<file path="config.mk">
export PLATFORM = sky130hd
export DESIGN_NAME = sw_piso_reader_flat
export DESIGN_NICKNAME = d
export VERILOG_FILES = /design/src/rtl/sword_io_pkg.sv /design/src/rtl/sw_piso_reader_if.sv /design/src/rtl/clk_tick_div.sv /design/src/rtl/sw_piso_reader.sv /design/src/flat_wrapper.sv
export SDC_FILE = /design/constraint.sdc
export NUM_CORES = 1
export LEC_CHECK = 0
export ABC_CLOCK_PERIOD_IN_PS = 1310
export CORE_MARGIN = 3
export CORE_UTILIZATION = 53
export CTS_BUF_LIST = sky130_fd_sc_hd__clkbuf_8
export DETAILED_ROUTE_END_ITERATION = 8
export GPL_ROUTABILITY_DRIVEN = 0
export PLACE_DENSITY = 0.79
export SYNTH_ARGS = -nofsm -noshare
export SYNTH_HDL_FRONTEND = slang
export SYNTH_SLANG_ARGS = --single-unit
</file>
<file path="constraint.sdc">
create_clock -name Clk_100M -period 1.31 [get_ports Clk_100M]
set_input_delay 0.131 -clock Clk_100M [delete_from_list [all_inputs] [get_ports Clk_100M]]
set_output_delay 0.131 -clock Clk_100M [all_outputs]
set_load 0.02 [all_outputs]
</file>
<file path="src/rtl/sword_io_pkg.sv">
// Shared definitions for the SWORD board serial I/O blocks (switch reader,
// LED driver): scan state encoding, default chain width and pin polarity.
package sword_io_pkg;

   // Scan sequencer states.
   typedef enum logic [2:0] {
      ST_IDLE     = 3'd0,
      ST_LOAD     = 3'd1,
      ST_SHIFT_LO = 3'd2,
      ST_SHIFT_HI = 3'd3,
      ST_DONE     = 3'd4,
      ST_GAP      = 3'd5
   } piso_state_t;

   // Default number of bits in the external chain.
   localparam int WIDTH_DEFAULT = 16;

   // Board switches and buttons pull low when active.
   localparam bit INVERT_DEFAULT = 1'b1;

endpackage

</file>
<file path="src/rtl/sw_piso_reader_if.sv">
// Pin-side and user-side signals of the serial switch reader.
// master = the reader itself, slave = the board/user side.
interface sw_piso_reader_if
   import sword_io_pkg::*;
#(
   parameter int WIDTH = WIDTH_DEFAULT
);
   logic             scan_en;
   logic             ser_di;
   logic             ser_load_n;
   logic             ser_clk;
   logic [WIDTH-1:0] data_out;
   logic             data_valid;
   logic             changed;
   logic             busy;

   modport master (
      input  scan_en,
      input  ser_di,
      output ser_load_n,
      output ser_clk,
      output data_out,
      output data_valid,
      output changed,
      output busy
   );

   modport slave (
      output scan_en,
      output ser_di,
      input  ser_load_n,
      input  ser_clk,
      input  data_out,
      input  data_valid,
      input  changed,
      input  busy
   );
endinterface

</file>
<file path="src/rtl/clk_tick_div.sv">
// Free-running 0..DIV-1 divider producing a one-cycle tick on the last count.
// clr restarts the count at 0 so a phase can be aligned to an external event.
module clk_tick_div #(
   parameter int DIV = 4
) (
   input  logic Clk_100M,
   input  logic reset,
   input  logic clr,
   output logic tick
);
   localparam int             CW   = (DIV > 1) ? $clog2(DIV) : 1;
   localparam logic [CW-1:0]  LAST = CW'(DIV - 1);

   logic [CW-1:0] r_cnt;

   // Divider count: wraps at DIV-1, restarts on clr.
   always_ff @(posedge Clk_100M) begin
      if (!reset) begin
         r_cnt <= '0;
      end else if (clr) begin
         r_cnt <= '0;
      end else if (r_cnt == LAST) begin
         r_cnt <= '0;
      end else begin
         r_cnt <= r_cnt + CW'(1);
      end
   end

   assign tick = (r_cnt == LAST);

endmodule

</file>
<file path="src/rtl/sw_piso_reader.sv">
// Reads a 74HC165-style switch chain: latches it, shifts it in MSB first and
// presents the word with a valid strobe and a changed strobe.
module sw_piso_reader
   import sword_io_pkg::*;
#(
   parameter int WIDTH    = WIDTH_DEFAULT,
   parameter int CLK_DIV  = 4,
   parameter int SCAN_GAP = 1000,
   parameter bit INVERT   = INVERT_DEFAULT
) (
   input logic Clk_100M,
   input logic reset,
   sw_piso_reader_if.master bus
);
   localparam int               IW       = $clog2(WIDTH);
   localparam int               GW       = $clog2(SCAN_GAP + 1);
   localparam logic [WIDTH-1:0] INV_MASK = INVERT ? {WIDTH{1'b1}} : {WIDTH{1'b0}};

   piso_state_t      r_state, w_state_nxt;
   logic [IW-1:0]    r_bit_idx, w_bit_idx_nxt;
   logic             r_load_half, w_load_half_nxt;
   logic [GW-1:0]    r_gap_cnt, w_gap_cnt_nxt;
   logic [WIDTH-1:0] r_shift, w_shift_nxt;
   logic             w_tick;
   logic             w_div_clr;
   logic [WIDTH-1:0] w_word;

   logic             r_load_n;
   logic             r_ser_clk;
   logic [WIDTH-1:0] r_data_out;
   logic             r_valid;
   logic             r_changed;
   logic             r_busy;

   clk_tick_div #(.DIV(CLK_DIV)) u_div (
      .Clk_100M (Clk_100M),
      .reset    (reset),
      .clr      (w_div_clr),
      .tick     (w_tick)
   );

   assign w_word = r_shift ^ INV_MASK;

   // Sequencer state and datapath registers.
   always_ff @(posedge Clk_100M) begin
      if (!reset) begin
         r_state     <= ST_IDLE;
         r_bit_idx   <= '0;
         r_load_half <= 1'b0;
         r_gap_cnt   <= '0;
         r_shift     <= '0;
      end else begin
         r_state     <= w_state_nxt;
         r_bit_idx   <= w_bit_idx_nxt;
         r_load_half <= w_load_half_nxt;
         r_gap_cnt   <= w_gap_cnt_nxt;
         r_shift     <= w_shift_nxt;
      end
   end

   // Next-state logic; the divider is realigned whenever a LOAD begins.
   always_comb begin
      w_state_nxt     = r_state;
      w_bit_idx_nxt   = r_bit_idx;
      w_load_half_nxt = r_load_half;
      w_gap_cnt_nxt   = r_gap_cnt;
      w_shift_nxt     = r_shift;
      w_div_clr       = 1'b0;
      case (r_state)
         ST_IDLE: begin
            if (bus.scan_en) begin
               w_state_nxt     = ST_LOAD;
               w_load_half_nxt = 1'b0;
               w_div_clr       = 1'b1;
            end else begin
               w_state_nxt = ST_IDLE;
            end
         end
         ST_LOAD: begin
            if (w_tick) begin
               if (r_load_half) begin
                  w_state_nxt   = ST_SHIFT_LO;
                  w_bit_idx_nxt = '0;
               end else begin
                  w_load_half_nxt = 1'b1;
               end
            end else begin
               w_state_nxt = ST_LOAD;
            end
         end
         ST_SHIFT_LO: begin
            if (w_tick) begin
               w_shift_nxt = {r_shift[WIDTH-2:0], bus.ser_di};
               w_state_nxt = ST_SHIFT_HI;
            end else begin
               w_state_nxt = ST_SHIFT_LO;
            end
         end
         ST_SHIFT_HI: begin
            if (w_tick) begin
               if (r_bit_idx == IW'(WIDTH - 1)) begin
                  w_state_nxt = ST_DONE;
               end else begin
                  w_bit_idx_nxt = r_bit_idx + IW'(1);
                  w_state_nxt   = ST_SHIFT_LO;
               end
            end else begin
               w_state_nxt = ST_SHIFT_HI;
            end
         end
         ST_DONE: begin
            w_state_nxt   = ST_GAP;
            w_gap_cnt_nxt = '0;
         end
         ST_GAP: begin
            if (r_gap_cnt == GW'(SCAN_GAP - 1)) begin
               if (bus.scan_en) begin
                  w_state_nxt     = ST_LOAD;
                  w_load_half_nxt = 1'b0;
                  w_div_clr       = 1'b1;
               end else begin
                  w_state_nxt = ST_IDLE;
               end
            end else begin
               w_gap_cnt_nxt = r_gap_cnt + GW'(1);
            end
         end
         default: begin
            w_state_nxt = ST_IDLE;
         end
      endcase
   end

   // Output flops decoded from the next state so pins change with the state.
   always_ff @(posedge Clk_100M) begin
      if (!reset) begin
         r_load_n   <= 1'b1;
         r_ser_clk  <= 1'b0;
         r_data_out <= '0;
         r_valid    <= 1'b0;
         r_changed  <= 1'b0;
         r_busy     <= 1'b0;
      end else begin
         r_load_n  <= (w_state_nxt != ST_LOAD);
         r_ser_clk <= (w_state_nxt == ST_SHIFT_HI);
         r_busy    <= (w_state_nxt != ST_IDLE);
         r_valid   <= (w_state_nxt == ST_DONE);
         if (w_state_nxt == ST_DONE) begin
            r_data_out <= w_word;
            r_changed  <= (w_word != r_data_out);
         end else begin
            r_changed  <= 1'b0;
         end
      end
   end

   assign bus.ser_load_n = r_load_n;
   assign bus.ser_clk    = r_ser_clk;
   assign bus.data_out   = r_data_out;
   assign bus.data_valid = r_valid;
   assign bus.changed    = r_changed;
   assign bus.busy       = r_busy;

endmodule

</file>
<file path="src/flat_wrapper.sv">
// flat-port wrapper written by rule: the top's interface ports become plain ports
module sw_piso_reader_flat import sword_io_pkg::*;
#(
   parameter int WIDTH    = WIDTH_DEFAULT,
   parameter int CLK_DIV  = 4,
   parameter int SCAN_GAP = 1000,
   parameter bit INVERT   = INVERT_DEFAULT
)
  (Clk_100M, reset, bus_scan_en, bus_ser_di, bus_ser_load_n, bus_ser_clk, bus_data_out, bus_data_valid, bus_changed, bus_busy);
  sw_piso_reader_if #(.WIDTH(WIDTH)) bus_i ();
  input logic Clk_100M;
  input logic reset;
  input wire logic [$bits(bus_i.scan_en)-1:0] bus_scan_en;
  input wire logic [$bits(bus_i.ser_di)-1:0] bus_ser_di;
  output wire logic [$bits(bus_i.ser_load_n)-1:0] bus_ser_load_n;
  output wire logic [$bits(bus_i.ser_clk)-1:0] bus_ser_clk;
  output wire logic [$bits(bus_i.data_out)-1:0] bus_data_out;
  output wire logic [$bits(bus_i.data_valid)-1:0] bus_data_valid;
  output wire logic [$bits(bus_i.changed)-1:0] bus_changed;
  output wire logic [$bits(bus_i.busy)-1:0] bus_busy;
  assign bus_i.scan_en = bus_scan_en;
  assign bus_i.ser_di = bus_ser_di;
  assign bus_ser_load_n = bus_i.ser_load_n;
  assign bus_ser_clk = bus_i.ser_clk;
  assign bus_data_out = bus_i.data_out;
  assign bus_data_valid = bus_i.data_valid;
  assign bus_changed = bus_i.changed;
  assign bus_busy = bus_i.busy;
  sw_piso_reader #(.WIDTH(WIDTH), .CLK_DIV(CLK_DIV), .SCAN_GAP(SCAN_GAP), .INVERT(INVERT)) u_core (.Clk_100M(Clk_100M), .reset(reset), .bus(bus_i));
endmodule
</file>
==> metrics.txt, run 1 <==
Congestion Overflow GR=0; syn_nets=about 290; first-pass GRT wire length=10,530 microns; clock sink count=57; P&R area growth vs syn=57.80%; flop2flop setup slack=-0.30 ns; DRC violations left=0; Leak=about 1.8 nW; drt pass-1 iters=5; final worst slack=-0.3026 ns; RR Startpoint=u_core.r_state[0]; Post-Place Setup Slack=-0.2038 ns; crit path max fanout=5; initial antenna violation count=0; # rows=24; Synth Instances=between 200 and 300; Via density=6.294; # fillers=185; Mean Syn Cell Area=9.073 sq um; DRT iter0 DRCs=between 200 and 250; Nets=378; Die Y-Extent=approximately 75 microns; total power=3.699 mW; pwr dens=916.2 nW/um^2; Final Setup Violations=54; Period minus WS final=1.613 ns; worst hold path type=input port to flop; Critical Path Start Type=flop; proportion of layout cells with a drive suffix above 1=48.94%; critical path class=flop to flop; Async SR Flop Fraction=0%; post-route ant nets=0; final-report hold violation count=0; hold_buf cts=0; htree depth=3; fin. max-slew vios=0; dominant synthesized flop cell=dfxtp_1; skew final=0.008029 ns; Total Routing Usage GR=25.14%; CTS tree=built; largest net degree at the start of global routing=46; CP Capture Point=u_core.r_bit_idx[0]; setup TNS=-6.901 ns; Initial Util=between 50% and 60%; die width=75.48 microns; Post-Syn Area=~2600 sq um; worst path cell trace=buf_6, and3b_2, buf_4, or3b_1, a21oi_1; Antenna diodes=0; EDFF count, synth=0; failing checks=setup timing; Slowest-stage cell, CP=dfxtp_4; root buffer cell=clkbuf_8; clk slew on worst S/H paths=roughly 0.07 ns; arrival time at the worst endpoint=1.87 ns; vias in the first global route=2,206; worst slew pin tran=0.3346 ns; Seq/Total Area, Yosys=44.60%; Synth Register Bits=57; FF-to-FF End=u_core.r_bit_idx[0]; Slew HR=77.69%; most frequent cells in the layout=dfxtp_1 (45), buf_4 (42), nand2_1 (26); Critical Path Source=u_core.r_state[0]; Worst-Skew Late Latency=approximately 0.35 ns; Vias=2,694; Routed WL per cell=22.01 microns; max incr delay on CP=0.38 ns; WL final=9419 microns; Core Area=4504 sq um; die area=5697 sq um; crit path capture type=flop; total CTS buffers=9; dpl hpwl=between 3000 and 4000 microns; commonest non-fill, non-tap cell in the layout=dfxtp_1; Max VDD drop=between 1000 and 1500 uV; Worst EP required=1.57 ns; RSZ-0062 raised after global routing=yes; MaxCap Viol Count=0; Buffers on Ports=24; outcome=finished with violations; io pins=25; Ys Warns=0; Final Core Density=89.64%; clock buffer depth=2; FMAX=0.6201 GHz; Synth cell types=46; FF-to-FF path depth=5; final period utilization=123.1%
==> Yosys cell counts (2+ instances only) <==
master     number  area share, %
nand3_1         4           0.78
and3_1          5            1.2
nor2_1         27            4.0
ha_1            3            1.5
nand4bb_1       2           0.88
inv_2           2           0.29
or3_1           3           0.73
xnor2_1         4            1.4
buf_6           2           0.88
nor4_2          2           0.98
nand3b_1        2           0.59
a211oi_2       11            5.4
nand2b_1        4           0.98
nor3_1          7            1.4
nand4b_1        3            1.0
inv_1           2           0.29
a21oi_1        27            5.3
nand2_1        44            6.5
or3b_1          2           0.68
dfxtp_1        57             45
a211oi_1        6            1.8
nand4_1        10            2.4
o21ai_0         5           0.98
xor2_1         19            6.5
clkbuf_1        4           0.59
buf_2           5           0.98
==> cells by family after synthesis <==
logic type / Yosys count / synth area share (%)
fa+ha+maj: 3 / 1.467
buf+inv: 17 / 3.472
flops: 57 / 44.60
xor+xnor: 23 / 7.873
compound gates: 55 / 15.45
simple gates: 127 / 27.14
==> metrics by stage <==
stage | hold slack (ns) | instances | instance area (sq um)
4_1_cts | 0.3512 | 411 | 3550
5_1_grt | 0.3942 | 428 | 4038
3_5_place_dp | 0.4370 | 387 | 3209
3_3_place_gp | 0.4227 | 387 | 3209
6_report | 0.4036 | 428 | 4038
2_1_floorplan | 0.2177 | 282 | 2663
==> layout make-up <==
class / instances / area (sq um) / area share, %
timing repair buffer: 88 / 804.5 / 19.93
multi-input combinational: 211 / 1793 / 44.41
inverter: 4 / 15.01 / 0.3719
clock inverter: 6 / 58.81 / 1.456
clock buffer: 10 / 137.6 / 3.409
tap: 52 / 65.06 / 1.611
sequential: 57 / 1164 / 28.82
==> where the power goes <==
| part | switching [mW] | leakage [nW] | total (mW) | internal [mW] |
|---|---|---|---|---|
| registers | 0.0130 | 0.467 | 1.76 | 1.75 |
| logic | 0.121 | 1.21 | 0.236 | 0.115 |
| clock network | 0.788 | 0.0995 | 1.70 | 0.916 |
==> worst min path at each step <==
| stage | slack (ns) | to | from | cells after the start |
|---|---|---|---|---|
| 2_1_floorplan | 0.22 | u_core.bus.ser_load_n | reset | 1 |
| 3_3_place_gp | 0.42 | u_core.u_div.r_cnt[0] | u_core.u_div.r_cnt[0] | 1 |
| 3_5_place_dp | 0.44 | u_core.u_div.r_cnt[0] | u_core.u_div.r_cnt[0] | 1 |
| 4_1_cts | 0.35 | u_core.r_shift[0] | bus_ser_di | 3 |
| 5_1_grt | 0.39 | u_core.r_shift[0] | bus_ser_di | 3 |
| 6_report | 0.40 | u_core.r_shift[0] | bus_ser_di | 3 |
==> worst max-delay path: cells and delay by family (launching register included) <==
family	cells	cell delay (ns)
simple gates	2	0.66
buf+inv	2	0.28
compound gates	1	0.20
flops	1	0.38
==> metal layers <==
| layer | share of wire [%] | vias up | global-route usage, % |
|---|---|---|---|
| met4 | 5.1 | 0 | 11.46 |
| met5 | 0 | - | 0 |
| met2 | 50 | 145 | 41.13 |
| met1 | 38 | 1325 | 31.00 |
| met3 | 7.0 | 46 | 6.596 |
| li1 | - | 1178 | - |
==> registers in the layout (all words and copies together), names as in the netlist, 2 cells and up <==
| register | cells |
|---|---|
| u_core.r_gap_cnt | 10 |
| u_core.r_bit_idx | 4 |
| u_core.u_div.r_cnt | 2 |
| u_core.r_state | 3 |
| u_core.bus.data_out | 16 |
| u_core.r_shift | 16 |
==> timing repair <==
action	in CTS	in global routing
endpoints found under the setup margin	58	56
gates resized for setup	49	89
pin swaps	18	56
setup buffers	5	17
cloned	3	0
Note: power is estimated with default switching activity, not from simulation.
==> run 2, diff against run 1 <==
--- a/config.mk
+++ b/config.mk
@@ -5,13 +5,13 @@
 export SDC_FILE = /design/constraint.sdc
 export NUM_CORES = 1
 export LEC_CHECK = 0
-export ABC_CLOCK_PERIOD_IN_PS = 1310
+export ABC_CLOCK_PERIOD_IN_PS = 1700
 export CORE_MARGIN = 3
-export CORE_UTILIZATION = 53
+export CORE_UTILIZATION = 59
 export CTS_BUF_LIST = sky130_fd_sc_hd__clkbuf_8
 export DETAILED_ROUTE_END_ITERATION = 8
 export GPL_ROUTABILITY_DRIVEN = 0
-export PLACE_DENSITY = 0.79
+export PLACE_DENSITY = 0.83
 export SYNTH_ARGS = -nofsm -noshare
 export SYNTH_HDL_FRONTEND = slang
 export SYNTH_SLANG_ARGS = --single-unit
==> constraint.sdc (replaced) <==
create_clock -name Clk_100M -period 1.7 [get_ports Clk_100M]
set_input_delay 0.17 -clock Clk_100M [delete_from_list [all_inputs] [get_ports Clk_100M]]
set_output_delay 0.17 -clock Clk_100M [all_outputs]
set_load 0.02 [all_outputs]
==> run 2 against run 1 <==
Effect of this change:
- the flow now finishes without violations
- cell count fell by 14%
- sequential cell count stayed put
- core utilization shrank 13 points
- worst setup slack improved by 0.38 ns
- clock skew about the same
- global-route usage down 2.0 points
- clock power decreased by 26%
- sequential power is 23% lower
- sequential share of layout area grew 7.8 points
- combinational power is 54% lower
- non-clock buffer count shrank 53
- critical path type unchanged
- highest routed layer unchanged
==> metrics.txt, run 2 (synthesis gave the netlist of run 1 again) <==
outcome=complete, no violations (was finished with violations); hold slack=0.4028 ns (was 0.4036 ns); initial antenna violation count=0 (unchanged); Final Core Density=76.39% (was 89.64%); Final Setup Violations=0 (was 54); Critical Path Start Type=flop (unchanged); total CTS buffers=9 (unchanged); Leak=1.138 nW (was 1.775 nW); DRT iter0 DRCs=202 (was 205); Worst EP required=1.91 ns (was 1.57 ns); clk slew on worst S/H paths=0.06 ns (was 0.07 ns); switching share of power=21.51% (was 24.93%); first-pass GRT wire length=9335 microns (was 10,530 microns); Worst-Skew Late Latency=0.33 ns (was 0.35 ns); Nets=322 (was 378); Int Power=2.136 mW (was 2.777 mW); clock sink count=57 (unchanged); MaxCap Viol Count=0 (unchanged); final period utilization=95.49% (was 123.1%); Post-CTS Setup Inserts=0 (was 5); Buffers on Ports=24 (unchanged); final worst slack=0.07671 ns (was -0.3026 ns); WL final=5585 microns (was 9419 microns); Period minus WS final=1.623 ns (was 1.613 ns); RR Startpoint=u_core.r_state[2] (was u_core.r_state[0]); most frequent cells in the layout=dfxtp_1 (56), nand2_1 (44), nor2_1 (27), a21oi_1 (27), clkdlybuf4s50_1 (24) (was dfxtp_1 (45), buf_4 (42), nand2_1 (26)); Via density=5.824 (was 6.294); FF-to-FF End=u_core.bus.ser_load_n (was u_core.r_bit_idx[0]); Post-Place Setup Slack=0.03427 ns (was -0.2038 ns); combinational share of power=4.0% (was 6.4%); worst hold stages=3 (unchanged); crit path capture type=flop (unchanged); max incr delay on CP=0.48 ns (was 0.38 ns); Antenna diodes=0 (unchanged); Clock Power Share=46.0% (was 46.1%); largest net degree at the start of global routing=38 (was 46); FF-to-FF path depth=5 (unchanged); sequential share of power=50.0% (was 47.5%); fin. max-slew vios=0 (unchanged); Slew HR=68.49% (was 77.69%); Routed WL per cell=15.14 microns (was 22.01 microns); WHS Endpoint=u_core.r_shift[0] (unchanged); root buffer cell=clkbuf_8 (unchanged); clock buffer depth=2 (unchanged); CTS tree=built (unchanged); worst slew pin tran=0.4652 ns (was 0.3346 ns); Max VDD drop=647.6 uV (was 1020 uV); vias in the first global route=2,075 (was 2,206); die width=71.86 microns (was 75.48 microns); skew final=0.007909 ns (was 0.008029 ns); DRC violations left=0 (unchanged); flop2flop setup slack=0.08 ns (was -0.30 ns); most frequent CP cell=nand3b_1; worst hold path type=input port to flop (unchanged); setup TNS=0 ns (was -6.901 ns); crit path max fanout=9 (was 5); total power=2.722 mW (was 3.699 mW); Vias=2,149 (was 2,694); NetSw=0.5855 mW (was 0.9224 mW); arrival time at the worst endpoint=1.84 ns (was 1.87 ns); Total Routing Usage GR=23.13% (was 25.14%); Top delay family on crit path=simple AND/OR/NAND/NOR gates (unchanged); Congestion Overflow GR=0 (unchanged); commonest non-fill, non-tap cell in the layout=dfxtp_1 (unchanged); Slowest-stage cell, CP=dfxtp_1 (was dfxtp_4); dpl hpwl=3629 microns (was 3955 microns); Core Area=4086 sq um (was 4504 sq um); proportion of layout cells with a drive suffix above 1=15.99% (was 48.94%); # rows=23 (was 24); Buf/Inv on CP=1 (was 2); hold wc startpoint=bus_ser_di (unchanged); worst path cell trace=buf_4, nand3b_1, nor4_4, a211oi_4, nand3b_1 (was buf_6, and3b_2, buf_4, or3b_1, a21oi_1); pwr dens=871.9 nW/um^2 (was 916.2 nW/um^2); htree depth=3 (unchanged); critical path class=flop to flop (unchanged); io pins=25 (unchanged); Initial Util=62.61% (was 56.81%); drt pass-1 iters=4 (was 5); die area=5163 sq um (was 5697 sq um); P&R area growth vs syn=22.00% (was 57.80%); FMAX=0.6160 GHz (was 0.6201 GHz); post-route ant nets=0 (unchanged); final-report hold violation count=0 (unchanged); Die Y-Extent=71.86 microns (was 75.48 microns)
[run 2: cell types whose count changed in the layout (fill, tap and decap cells not counted), moves of 11 or more]
cell,delta
a21oi_2,-16
buf_6,-19
nand2_1,+18
dlygate4sd2_1,-20
a21oi_1,+16
buf_4,-32
dfxtp_1,+11
clkdlybuf4s50_1,+21
[run 2: tightest hold or removal path: cells and delay by family]
| kind | cells | cell delay [ns] |
|---|---|---|
| AOI/OAI and AO/OA | 1 | 0.05 |
| buffers and inverters | 1 | 0.40 |
| and+or+nand+nor | 1 | 0.06 |
[run 2: power by group through the flow]
stage / logic (mW) / clock network [mW] / registers, mW
6_report: 0.108 / 1.25 / 1.36
5_1_grt: 0.117 / 1.32 / 1.36
4_1_cts: 0.103 / 1.27 / 1.36
3_5_place_dp: 0.102 / 0 / 1.39
3_3_place_gp: 0.100 / 0 / 1.39
2_1_floorplan: 0.0605 / 0 / 1.39
[run 2: stage by stage]
stage	cells	cell area, sq um
after floorplan	282	2559
after global placement	354	2883
after detailed placement	354	2883
after CTS	369	3078
after global routing	369	3122
final	369	3122
[run 2: layout make-up]
class,instances,area (sq um)
repair buffers,35,335.3
multi-input cells,208,1371
well taps,50,62.56
fillers,316,964.7
flip-flops and latches,57,1142
inverters,4,15.01
clock inverters,4,43.79
clock buffers,11,151.4
[run 2: repair_timing]
item,4_1_cts,5_1_grt
hold buffers,0,0
setup endpoints to repair,0,10
gates resized for setup,0,7
[run 2: worst max path at each step]
stage,slack (ns),startpoint,to,cells after the start
2_1_floorplan,0.24,u_core.r_gap_cnt[0],u_core.r_gap_cnt[0],5
3_3_place_gp,0.11,u_core.r_state[2],u_core.bus.ser_clk,5
3_5_place_dp,0.03,u_core.r_gap_cnt[0],u_core.bus.busy,5
4_1_cts,0.01,u_core.r_gap_cnt[0],u_core.bus.busy,5
5_1_grt,-0.004,u_core.r_gap_cnt[3],u_core.bus.busy,4
6_report,0.08,u_core.r_state[2],u_core.bus.ser_load_n,5
[run 2: metal layers]
metal	up-vias	track usage [%]	part of all wire [%]	routed length, microns
li1	1054	-	-	-
met1	1000	27.29	42	2350
met2	80	37.76	49	2750
met3	15	6.311	5.4	302
met4	0	13.15	3.2	181
met5	-	0	0	0
